$ cat config.mk
export PLATFORM = sky130hd
export DESIGN_NAME = sensor_caixa
export DESIGN_NICKNAME = d
export VERILOG_FILES = /design/src/rtl/caixa_pkg.sv /design/src/rtl/debounce_bit.sv /design/src/rtl/sensor_caixa.sv
export SDC_FILE = /design/constraint.sdc
export NUM_CORES = 1
export LEC_CHECK = 0
export ABC_CLOCK_PERIOD_IN_PS = 2840
export BUFFER_PORTS_ARGS = -buffer_cell sky130_fd_sc_hd__clkbuf_2
export CAP_MARGIN = 20
export CELL_PAD_IN_SITES_DETAIL_PLACEMENT = 1
export CELL_PAD_IN_SITES_GLOBAL_PLACEMENT = 2
export CORE_ASPECT_RATIO = 1.5
export CORE_UTILIZATION = 38
export CTS_BUF_LIST = sky130_fd_sc_hd__clkbuf_4 sky130_fd_sc_hd__clkbuf_8
export DETAILED_ROUTE_END_ITERATION = 7
export MAX_ROUTING_LAYER = met4
export PLACE_DENSITY_LB_ADDON = 0.08
export SLEW_MARGIN = 20
export SYNTH_ARGS = -nofsm -noshare
export SYNTH_HDL_FRONTEND = slang
export SYNTH_SLANG_ARGS = --single-unit
export TNS_END_PERCENT = 20
$ cat constraint.sdc
create_clock -name clock -period 2.84 [get_ports clock]
set_clock_uncertainty 0.15 [all_clocks]
set_input_delay 0.284 -clock clock [delete_from_list [all_inputs] [get_ports clock]]
set_output_delay 0.284 -clock clock [all_outputs]
set_load 0.03 [all_outputs]
$ cat src/rtl/caixa_pkg.sv
// Shared definitions for the tank sensor front-end and the tank level FSM.
// Latency: none (types, constants and pure functions only).
// Backpressure: not applicable.
package caixa_pkg;

    // Fault supervisor states, shared with the level FSM.
    typedef enum logic [1:0] {
        ST_OK      = 2'd0,
        ST_FAULT   = 2'd1,
        ST_RECOVER = 2'd2
    } caixa_state_e;

    // erro_code values: bit 0 = inconsistent set, bit 1 = level jump.
    localparam logic [1:0] ERR_NONE   = 2'b00;
    localparam logic [1:0] ERR_INCONS = 2'b01;
    localparam logic [1:0] ERR_JUMP   = 2'b10;
    localparam logic [1:0] ERR_BOTH   = 2'b11;

    // Number of wet switches in a {high, mid, low} vector.
    function automatic logic [1:0] wet_count(input logic [2:0] v);
        return {1'b0, v[0]} + {1'b0, v[1]} + {1'b0, v[2]};
    endfunction

    // Water can only be present at a switch if every lower switch is wet.
    function automatic logic is_consistent(input logic [2:0] v);
        return (v == 3'b000) || (v == 3'b001) || (v == 3'b011) || (v == 3'b111);
    endfunction

endpackage

$ cat src/rtl/debounce_bit.sv
// One float-switch input: 2-flop synchroniser followed by a debounce counter.
// Latency: 2 synchroniser edges + DEBOUNCE_CYCLES edges from a stable raw change to deb_o.
// Backpressure: none; free-running, one sample per clock.
// Ports: clock/reset (async active-low), raw_i (asynchronous switch), deb_o (clean bit).
module debounce_bit #(
    parameter int DEBOUNCE_CYCLES = 4,
    parameter int CNT_W           = 4
) (
    input  logic clock,
    input  logic reset,
    input  logic raw_i,
    output logic deb_o
);

    localparam logic [CNT_W-1:0] CNT_LAST = CNT_W'(DEBOUNCE_CYCLES);
    localparam logic [CNT_W-1:0] CNT_ONE  = CNT_W'(1);

    logic             sync1_q;
    logic             sync2_q;
    logic             deb_q;
    logic             deb_d;
    logic [CNT_W-1:0] cnt_q;
    logic [CNT_W-1:0] cnt_d;

    // The counter measures the current run of samples that disagree with
    // the debounced value; any agreeing sample throws the run away.
    always_comb begin
        deb_d = deb_q;
        cnt_d = cnt_q;
        if (sync2_q == deb_q) begin
            cnt_d = '0;
        end else if (cnt_q + CNT_ONE == CNT_LAST) begin
            deb_d = sync2_q;
            cnt_d = '0;
        end else begin
            cnt_d = cnt_q + CNT_ONE;
        end
    end

    always_ff @(posedge clock or negedge reset) begin
        if (!reset) begin
            sync1_q <= 1'b0;
            sync2_q <= 1'b0;
            deb_q   <= 1'b0;
            cnt_q   <= '0;
        end else begin
            sync1_q <= raw_i;
            sync2_q <= sync1_q;
            deb_q   <= deb_d;
            cnt_q   <= cnt_d;
        end
    end

    assign deb_o = deb_q;

endmodule

$ cat src/rtl/sensor_caixa.sv
// Tank sensor front-end: debounces low/mid/high float switches, checks consistency and level jumps, supervises faults.
// Latency: DEBOUNCE_CYCLES+3 edges from a stable raw change to upper/level; erro rises one edge after the offending debounced update.
// Backpressure: none; outputs are registered levels consumed directly by the level FSM.
// Ports: clock, reset (async active-low), s_low/s_mid/s_high (raw async switches), clr_erro (fault clear);
//        upper, erro -> level FSM; level (wet count 0..3), erro_code (fault cause) -> display.
module sensor_caixa
    import caixa_pkg::*;
#(
    parameter int DEBOUNCE_CYCLES = 4,
    parameter int CNT_W           = 4
) (
    input  logic       clock,
    input  logic       reset,
    input  logic       s_low,
    input  logic       s_mid,
    input  logic       s_high,
    input  logic       clr_erro,
    output logic       upper,
    output logic       erro,
    output logic [1:0] level,
    output logic [1:0] erro_code
);

    localparam logic [CNT_W-1:0] REC_LAST = CNT_W'(DEBOUNCE_CYCLES);
    localparam logic [CNT_W-1:0] CNT_ONE  = CNT_W'(1);

    logic       deb_l;
    logic       deb_m;
    logic       deb_h;
    logic [2:0] deb_vec;

    debounce_bit #(.DEBOUNCE_CYCLES(DEBOUNCE_CYCLES), .CNT_W(CNT_W)) u_deb_low (
        .clock(clock), .reset(reset), .raw_i(s_low),  .deb_o(deb_l)
    );
    debounce_bit #(.DEBOUNCE_CYCLES(DEBOUNCE_CYCLES), .CNT_W(CNT_W)) u_deb_mid (
        .clock(clock), .reset(reset), .raw_i(s_mid),  .deb_o(deb_m)
    );
    debounce_bit #(.DEBOUNCE_CYCLES(DEBOUNCE_CYCLES), .CNT_W(CNT_W)) u_deb_high (
        .clock(clock), .reset(reset), .raw_i(s_high), .deb_o(deb_h)
    );

    assign deb_vec = {deb_h, deb_m, deb_l};

    // ---------------- consistency and jump detection ----------------
    logic [2:0] vec_prev_q;
    logic       first_q;
    logic [1:0] lvl_cur;
    logic [1:0] lvl_prev;
    logic [1:0] lvl_diff;
    logic       incons;
    logic       jump;
    logic       fault;
    logic [1:0] fault_code;

    assign lvl_cur  = wet_count(deb_vec);
    assign lvl_prev = wet_count(vec_prev_q);
    assign lvl_diff = (lvl_cur >= lvl_prev) ? (lvl_cur - lvl_prev) : (lvl_prev - lvl_cur);
    assign incons   = ~is_consistent(deb_vec);

    // The reset value of the debounced vector is not a measurement, so the
    // first debounced update after reset has nothing to be compared against
    // and cannot count as a jump (a tank already at 011 must come up clean).
    assign jump  = ~first_q & (deb_vec != vec_prev_q) & (lvl_diff >= 2'd2);
    assign fault = incons | jump;

    always_comb begin
        fault_code = ERR_NONE;
        if (jump && incons) begin
            fault_code = ERR_BOTH;
        end else if (jump) begin
            fault_code = ERR_JUMP;
        end else if (incons) begin
            fault_code = ERR_INCONS;
        end
    end

    // ---------------- fault supervisor ----------------
    caixa_state_e     state_q;
    caixa_state_e     state_d;
    logic [CNT_W-1:0] rcnt_q;
    logic [CNT_W-1:0] rcnt_d;
    logic             upper_q;
    logic             upper_d;
    logic [1:0]       level_q;
    logic [1:0]       level_d;
    logic [1:0]       code_q;
    logic [1:0]       code_d;

    // upper/level only follow the sensors while healthy; the fault-entry
    // edge itself does not update them so they keep the last good value.
    // RECOVER leaves after DEBOUNCE_CYCLES+1 clean edges following the
    // accepted clear, which is when erro drops.
    always_comb begin
        state_d = state_q;
        rcnt_d  = rcnt_q;
        upper_d = upper_q;
        level_d = level_q;
        code_d  = code_q;
        unique case (state_q)
            ST_OK: begin
                if (fault) begin
                    state_d = ST_FAULT;
                    code_d  = fault_code;
                end else begin
                    upper_d = deb_h;
                    level_d = lvl_cur;
                end
            end
            ST_FAULT: begin
                if (clr_erro && !incons) begin
                    state_d = ST_RECOVER;
                    rcnt_d  = '0;
                end
            end
            ST_RECOVER: begin
                if (fault) begin
                    state_d = ST_FAULT;
                    code_d  = fault_code;
                end else if (rcnt_q == REC_LAST) begin
                    state_d = ST_OK;
                    code_d  = ERR_NONE;
                end else begin
                    rcnt_d = rcnt_q + CNT_ONE;
                end
            end
            default: state_d = ST_OK;
        endcase
    end

    always_ff @(posedge clock or negedge reset) begin
        if (!reset) begin
            vec_prev_q <= 3'b000;
            first_q    <= 1'b1;
            state_q    <= ST_OK;
            rcnt_q     <= '0;
            upper_q    <= 1'b0;
            level_q    <= 2'd0;
            code_q     <= ERR_NONE;
        end else begin
            vec_prev_q <= deb_vec;
            first_q    <= first_q & (deb_vec == vec_prev_q);
            state_q    <= state_d;
            rcnt_q     <= rcnt_d;
            upper_q    <= upper_d;
            level_q    <= level_d;
            code_q     <= code_d;
        end
    end

    assign upper     = upper_q;
    assign erro      = (state_q != ST_OK);
    assign level     = level_q;
    assign erro_code = code_q;

endmodule

==> impl_metrics.ini, run 1 <==
[timing]
setup_viol = 3
fin_crit_ns = 2.894
fmax_mhz = 345.6
finalWorstSetupSlack_ns = -0.05379
hold_slack_ns = 0.1855
rsz0062_at_grt = true
worst_slew_pin_slew_ns = 0.8926
period_share = 1.019
slew_headroom = 0.4049
hold_viol_final = 0
drv_slew = 0

[setup_path]
reg2regPathDepth = 9
worstPathCellList = fa_1 > inv_1 > ha_2 > fa_2 > and3b_2 > a31oi_4 > nand3_4 > nand3b_1 > mux2_4
crit_cells = 9
cp-start-kind = flop
slowest_stage = fa_1
rrSetupSlack_ns = -0.05
required_ns = 2.87
cpLargestDelayFamily = adder cells
crit_arrival_ns = 2.92
path_class = flop to flop
path_buf_inv = 1
cp-end-kind = flop
critPathMaxFanout = 5
slowest_delay_ns = 0.57

[final_layout]
nFillCells = 466
area_growth_pct = 19.14
nNetsFinal = 187
diodes = 0
drive_gt1_frac = 0.3059
seqCellArea_um2 = 904.6
multi_input_area_um2 = 804.5

[die]
fp.dieH_um = 84.53
rows = 29
die-area_um2 = 4820
start_util = 0.4030
fp.dieW_um = 57.02
io_pins = 12
coreArea_um2 = 4282

[grt]
antenna_found_initial = 0
grt_pass1_vias = 1250
grt_pass1_wl_um = 5885
grtUsageTotal = 0.1673
grt_overflow = 0
grt_max_degree = 37

[clock_network]
clk_latency_ns = 0.29
htreeDepth = 2
cts_made_buffers = 5
clk_pin_slew_ns = 0.08
cts_tree = done
cts_buffer_depth = 2
cts_root_buf = clkbuf_8
cts_sinks = 36

[detailed_routing]
route.detailed.wl_per_inst_um = 15.27
drc = 0
ant_nets = 0
drtIter0Drc = 15
postRouteWirelength_um = 3299
via_count = 1130
vias_per_cell = 5.231
dr.pass1.iters = 4

[yosys]
synth.area.top_cells = dfrtp_1, ha_1, mux2_2
synth_edf_count = 0
syn_area_um2 = 1725
ys.flop_type = dfrtp_1
mappedNetlistNets = 159
ys_types = 38
yosys.area.top_type_share = 0.5076
synthArstFlopShare = 1.000
ys_ff_latch = 36
yosys_warnings = 0
synth.most_common_cell = dfrtp_1
netlist_top_cells_count = dfrtp_1, inv_1, ha_1
ys_seq_area_frac = 0.5228
syn_avg_cell_area_um2 = 12.24
syn-instance-count = 141
synth.largest_area_cell = dfrtp_1

[worst_hold_path]
hold_depth = 3
hold_class = primary input to flop

[placement]
gp_congestion = 0.7492
port_buffers = 11
dp_hpwl_um = 2431

[run]
drv_cap = 0

[status]
status = finished with violations
violations = setup timing
==> worst min-delay path, stage by stage <==
cell	delay [ns]
clkbuf_2	0.09
a21oi_1	0.05
a21o_1	0.17
==> stage by stage <==
stage | instances | util | setup WS (ns) | area [um^2] | TNS [ns]
floorplan | 141 | - | -0.002168 | 1749 | -0.006505
global placement | 202 | 0.4410 | 0.03795 | 1888 | 0
detailed placement | 202 | 0.4410 | -0.05412 | 1888 | -0.1489
CTS | 215 | 0.4737 | -0.06105 | 2028 | -0.1719
global route | 216 | 0.4801 | -0.1581 | 2056 | -0.6196
finish | 216 | 0.4801 | -0.05379 | 2056 | -0.1406
==> final timing paths <==
check                                             start                             to
max reg2reg                u_deb_high.deb_o$_DFFE_PN0P_           level[1]$_DFFE_PN0P_
max in group asynchronous                         reset    u_deb_low.deb_o$_DFFE_PN0P_
min in group asynchronous                         reset  u_deb_high.cnt_q[1]$_DFF_PN0_
min                                            clr_erro         state_q[0]$_DFFE_PN0P_
max                        u_deb_high.deb_o$_DFFE_PN0P_           level[1]$_DFFE_PN0P_
min reg2reg                u_deb_high.sync1_q$_DFF_PN0_   u_deb_high.sync2_q$_DFF_PN0_
==> logic make-up (layout without fill, tap and decap cells) <==
group,count (synthesis),after routing,synth area share
and+or+nand+nor,41,41,0.1479
DFF,36,36,0.5228
AOI/OAI and AO/OA,21,21,0.09718
buffers and inverters,14,43,0.03481
adders and majority gates,12,12,0.1001
xor gates and xnor gates,9,9,0.04569
muxes,8,8,0.05149
==> sequential cells by signal, indices dropped and copies added, names as in the netlist <==
register / cells
u_deb_high.sync1_q: 1
level: 2
vec_prev_q: 3
u_deb_mid.sync2_q: 1
u_deb_low.sync1_q: 1
u_deb_low.sync2_q: 1
u_deb_mid.cnt_q: 4
erro_code: 2
u_deb_mid.sync1_q: 1
rcnt_q: 4
u_deb_low.cnt_q: 4
u_deb_high.deb_o: 1
u_deb_low.deb_o: 1
u_deb_mid.deb_o: 1
u_deb_high.sync2_q: 1
upper: 1
u_deb_high.cnt_q: 4
state_q: 2
first_q: 1
==> per-layer routing <==
metal,vias up,share of wire,global-route usage
met2,15,0.51,0.2588
li1,541,-,-
met1,568,0.44,0.2028
met5,-,0,-
met3,6,0.028,0.04314
met4,0,0.020,0.07761
==> repair_timing <==
| item | in CTS | in global routing |
|---|---|---|
| gates cloned | 0 | 0 |
| buffers inserted | 1 | 1 |
| resized for setup | 0 | 5 |
| hold endpoints to repair | 38 | 0 |
| pin swaps | 1 | 3 |
| endpoints found under the setup margin | 3 | 9 |
| hold buffers | 4 | 0 |
==> cell type report <==
| cell class | instances | area share |
|---|---|---|
| well taps | 46 | 0.02800 |
| clock inverters | 3 | 0.01156 |
| repair buffers | 22 | 0.07182 |
| flip-flops and latches | 36 | 0.4400 |
| multi-input cells | 91 | 0.3914 |
| inverters | 13 | 0.02374 |
| clock buffers | 5 | 0.03348 |
==> cells in the final DEF (no fill, tap or decap), types with 4 or more instances in the layout <==
master	n
dlygate4sd3_1	4
ha_1	8
nor2_1	4
nand2b_1	4
clkbuf_2	11
clkbuf_8	5
nand2_1	7
inv_1	13
a21oi_1	5
buf_4	7
dfrtp_1	33
mux2_2	4
nand3_1	7
xnor2_1	6
Power of run 1 is left out: the tool's default activity adds up to more than one toggle a clock period on the data nets, which glitch-free logic cannot reach.
==> run 2: changes to the inputs <==
--- a/config.mk
+++ b/config.mk
@@ -11,7 +11,7 @@
 export CELL_PAD_IN_SITES_DETAIL_PLACEMENT = 1
 export CELL_PAD_IN_SITES_GLOBAL_PLACEMENT = 2
 export CORE_ASPECT_RATIO = 1.5
-export CORE_UTILIZATION = 38
+export CORE_UTILIZATION = 35
 export CTS_BUF_LIST = sky130_fd_sc_hd__clkbuf_4 sky130_fd_sc_hd__clkbuf_8
 export DETAILED_ROUTE_END_ITERATION = 7
 export MAX_ROUTING_LAYER = met4
==> run 2 against run 1 <==
The run still ends with setup timing left; global-route usage shrank 1.9 points; via count is 0.18% lower; first-iteration DRC count is 73% higher; core utilization shrank 3.3 points; routed wire length decreased by 3.9%; sequential share of layout area fell by 0.16 points; non-clock buffer count is the same; final area up 0.37%; count of clock-buffer cells in the layout grew 3; final cell count increased by 8.3%; setup slack better by 0.0025 ns; maximum frequency hardly changed; largest cell class unchanged.
==> impl_metrics.ini, run 2 (same netlist as run 1, synthesis figures left out) <==
[setup_path]
startpoint = u_deb_high.deb_o$_DFFE_PN0P_
reg2regPathDepth = 9
critPathMaxFanout = 5
path_class = flop to flop
path_buf_inv = 1
cp-start-kind = flop
rrSetupSlack_ns = -0.05
worstPathCellList = fa_1 > inv_1 > ha_1 > fa_2 > and3b_2 > a31oi_4 > nand3_4 > nand3b_1 > mux2_2
crit_arrival_ns = 2.91
required_ns = 2.86
slowest_delay_ns = 0.56
cpLargestDelayFamily = adder cells
rr_endpoint = level[1]$_DFFE_PN0P_
slowest_stage = fa_1
regToRegStartpoint = u_deb_high.deb_o$_DFFE_PN0P_
cp-end-kind = flop

[timing]
hold_viol_final = 0
slew_headroom = 0.3949
rsz0062_at_grt = true
worst_slew_pin_slew_ns = 0.9077
drv_slew = 0
finalWorstSetupSlack_ns = -0.05131
period_share = 1.018
fin_crit_ns = 2.891
setup_viol = 3
fin_setup_tns_ns = -0.1426
fmax_mhz = 345.9
hold_slack_ns = 0.2004

[detailed_routing]
dr.pass1.iters = 4
postRouteWirelength_um = 3169
route.detailed.wl_per_inst_um = 13.54
drc = 0
via_count = 1128
vias_per_cell = 4.821
ant_nets = 0
drtIter0Drc = 26

[run]
drv_cap = 0

[final_layout]
fin_util = 0.4469
area_growth_pct = 19.58
final_common_cell = dfrtp_1
final_cell_mix = dfrtp_1, inv_1, clkbuf_2
diodes = 0
nNetsFinal = 187
drive_gt1_frac = 0.2941

[worst_hold_path]
hold_class = flop to flop
hold_depth = 0
hold_end = u_deb_low.sync2_q$_DFF_PN0_
hp-start = u_deb_low.sync1_q$_DFF_PN0_

[clock_network]
cts_buffer_depth = 2
clk_latency_ns = 0.28
ctsResizeCount = 0
cts_tree = done
htreeDepth = 2
cts_sinks = 36
cts_made_buffers = 5
cts_root_buf = clkbuf_8
clk_pin_slew_ns = 0.07

[placement]
port_buffers = 11
dp_hpwl_um = 2327
gp_congestion = 0.7471

[die]
coreArea_um2 = 4617
die-area_um2 = 5220
start_util = 0.3737
fp.dieH_um = 87.99
rows = 30
io_pins = 12
fp.dieW_um = 59.33

[grt]
antenna_found_initial = 0
grt_max_degree = 37
grt_overflow = 0
grt_pass1_vias = 1220
grt_pass1_wl_um = 5430
grtUsageTotal = 0.1485

[status]
status = finished with violations
violations = setup timing
==> run 2: worst reg2reg max path, delay by kind of cell, from the launching register on <==
family                   cells  cell delay, ns
AND/OR/NAND/NOR              3            0.54
multiplexers                 1            0.36
flip-flops                   1            0.42
buffers and inverters        1            0.05
adder cells (fa/ha/maj)      3            1.11
AO/OA/AOI/OAI                1            0.17
==> run 2: timing repair <==
| action | 4_1_cts | 5_1_grt |
|---|---|---|
| cloned | 0 | 0 |
| setup buffers | 1 | 1 |
| setup endpoints to repair | 3 | 7 |
| hold buffers | 4 | 0 |
| endpoints found under the hold margin | 13 | 0 |
==> run 2: metrics by stage <==
stage	instance area (um^2)	instances	setup WS, ns
4_1_cts	2056	233	-0.06169
5_1_grt	2063	234	-0.1346
3_3_place_gp	1911	220	0.002126
2_1_floorplan	1749	141	-0.002168
3_5_place_dp	1911	220	-0.07871
6_report	2063	234	-0.05131
==> run 2: cell type report <==
class	count	area (um^2)
multi-input combinational	91	784.5
timing repair buffer	22	147.6
fill	498	2554
sequential	36	904.6
tap	64	80.08
inverter	13	48.80
clock buffer	8	97.59
==> run 2: worst max path at each step <==
| stage | to | slack, ns | depth (start not counted) |
|---|---|---|---|
| floorplan | level[0]$_DFFE_PN0P_ | -0.002 | 9 |
| global placement | upper$_DFFE_PN0P_ | 0.002 | 9 |
| detailed placement | level[1]$_DFFE_PN0P_ | -0.08 | 9 |
| CTS | level[1]$_DFFE_PN0P_ | -0.06 | 9 |
| global route | upper$_DFFE_PN0P_ | -0.13 | 9 |
| finish | level[1]$_DFFE_PN0P_ | -0.05 | 9 |
==> run 2: per-layer routing <==
metal  wire [um]  track usage  part of all wire  vias to the layer above
met5           0            -                 0                        -
met4          68      0.07792             0.021                        0
met3          58      0.03102             0.018                        5
met2        1750       0.2646              0.55                       11
met1        1291       0.1472              0.41                      573
li1            -            -                 -                      539
Power of run 2 is left out for the same reason.
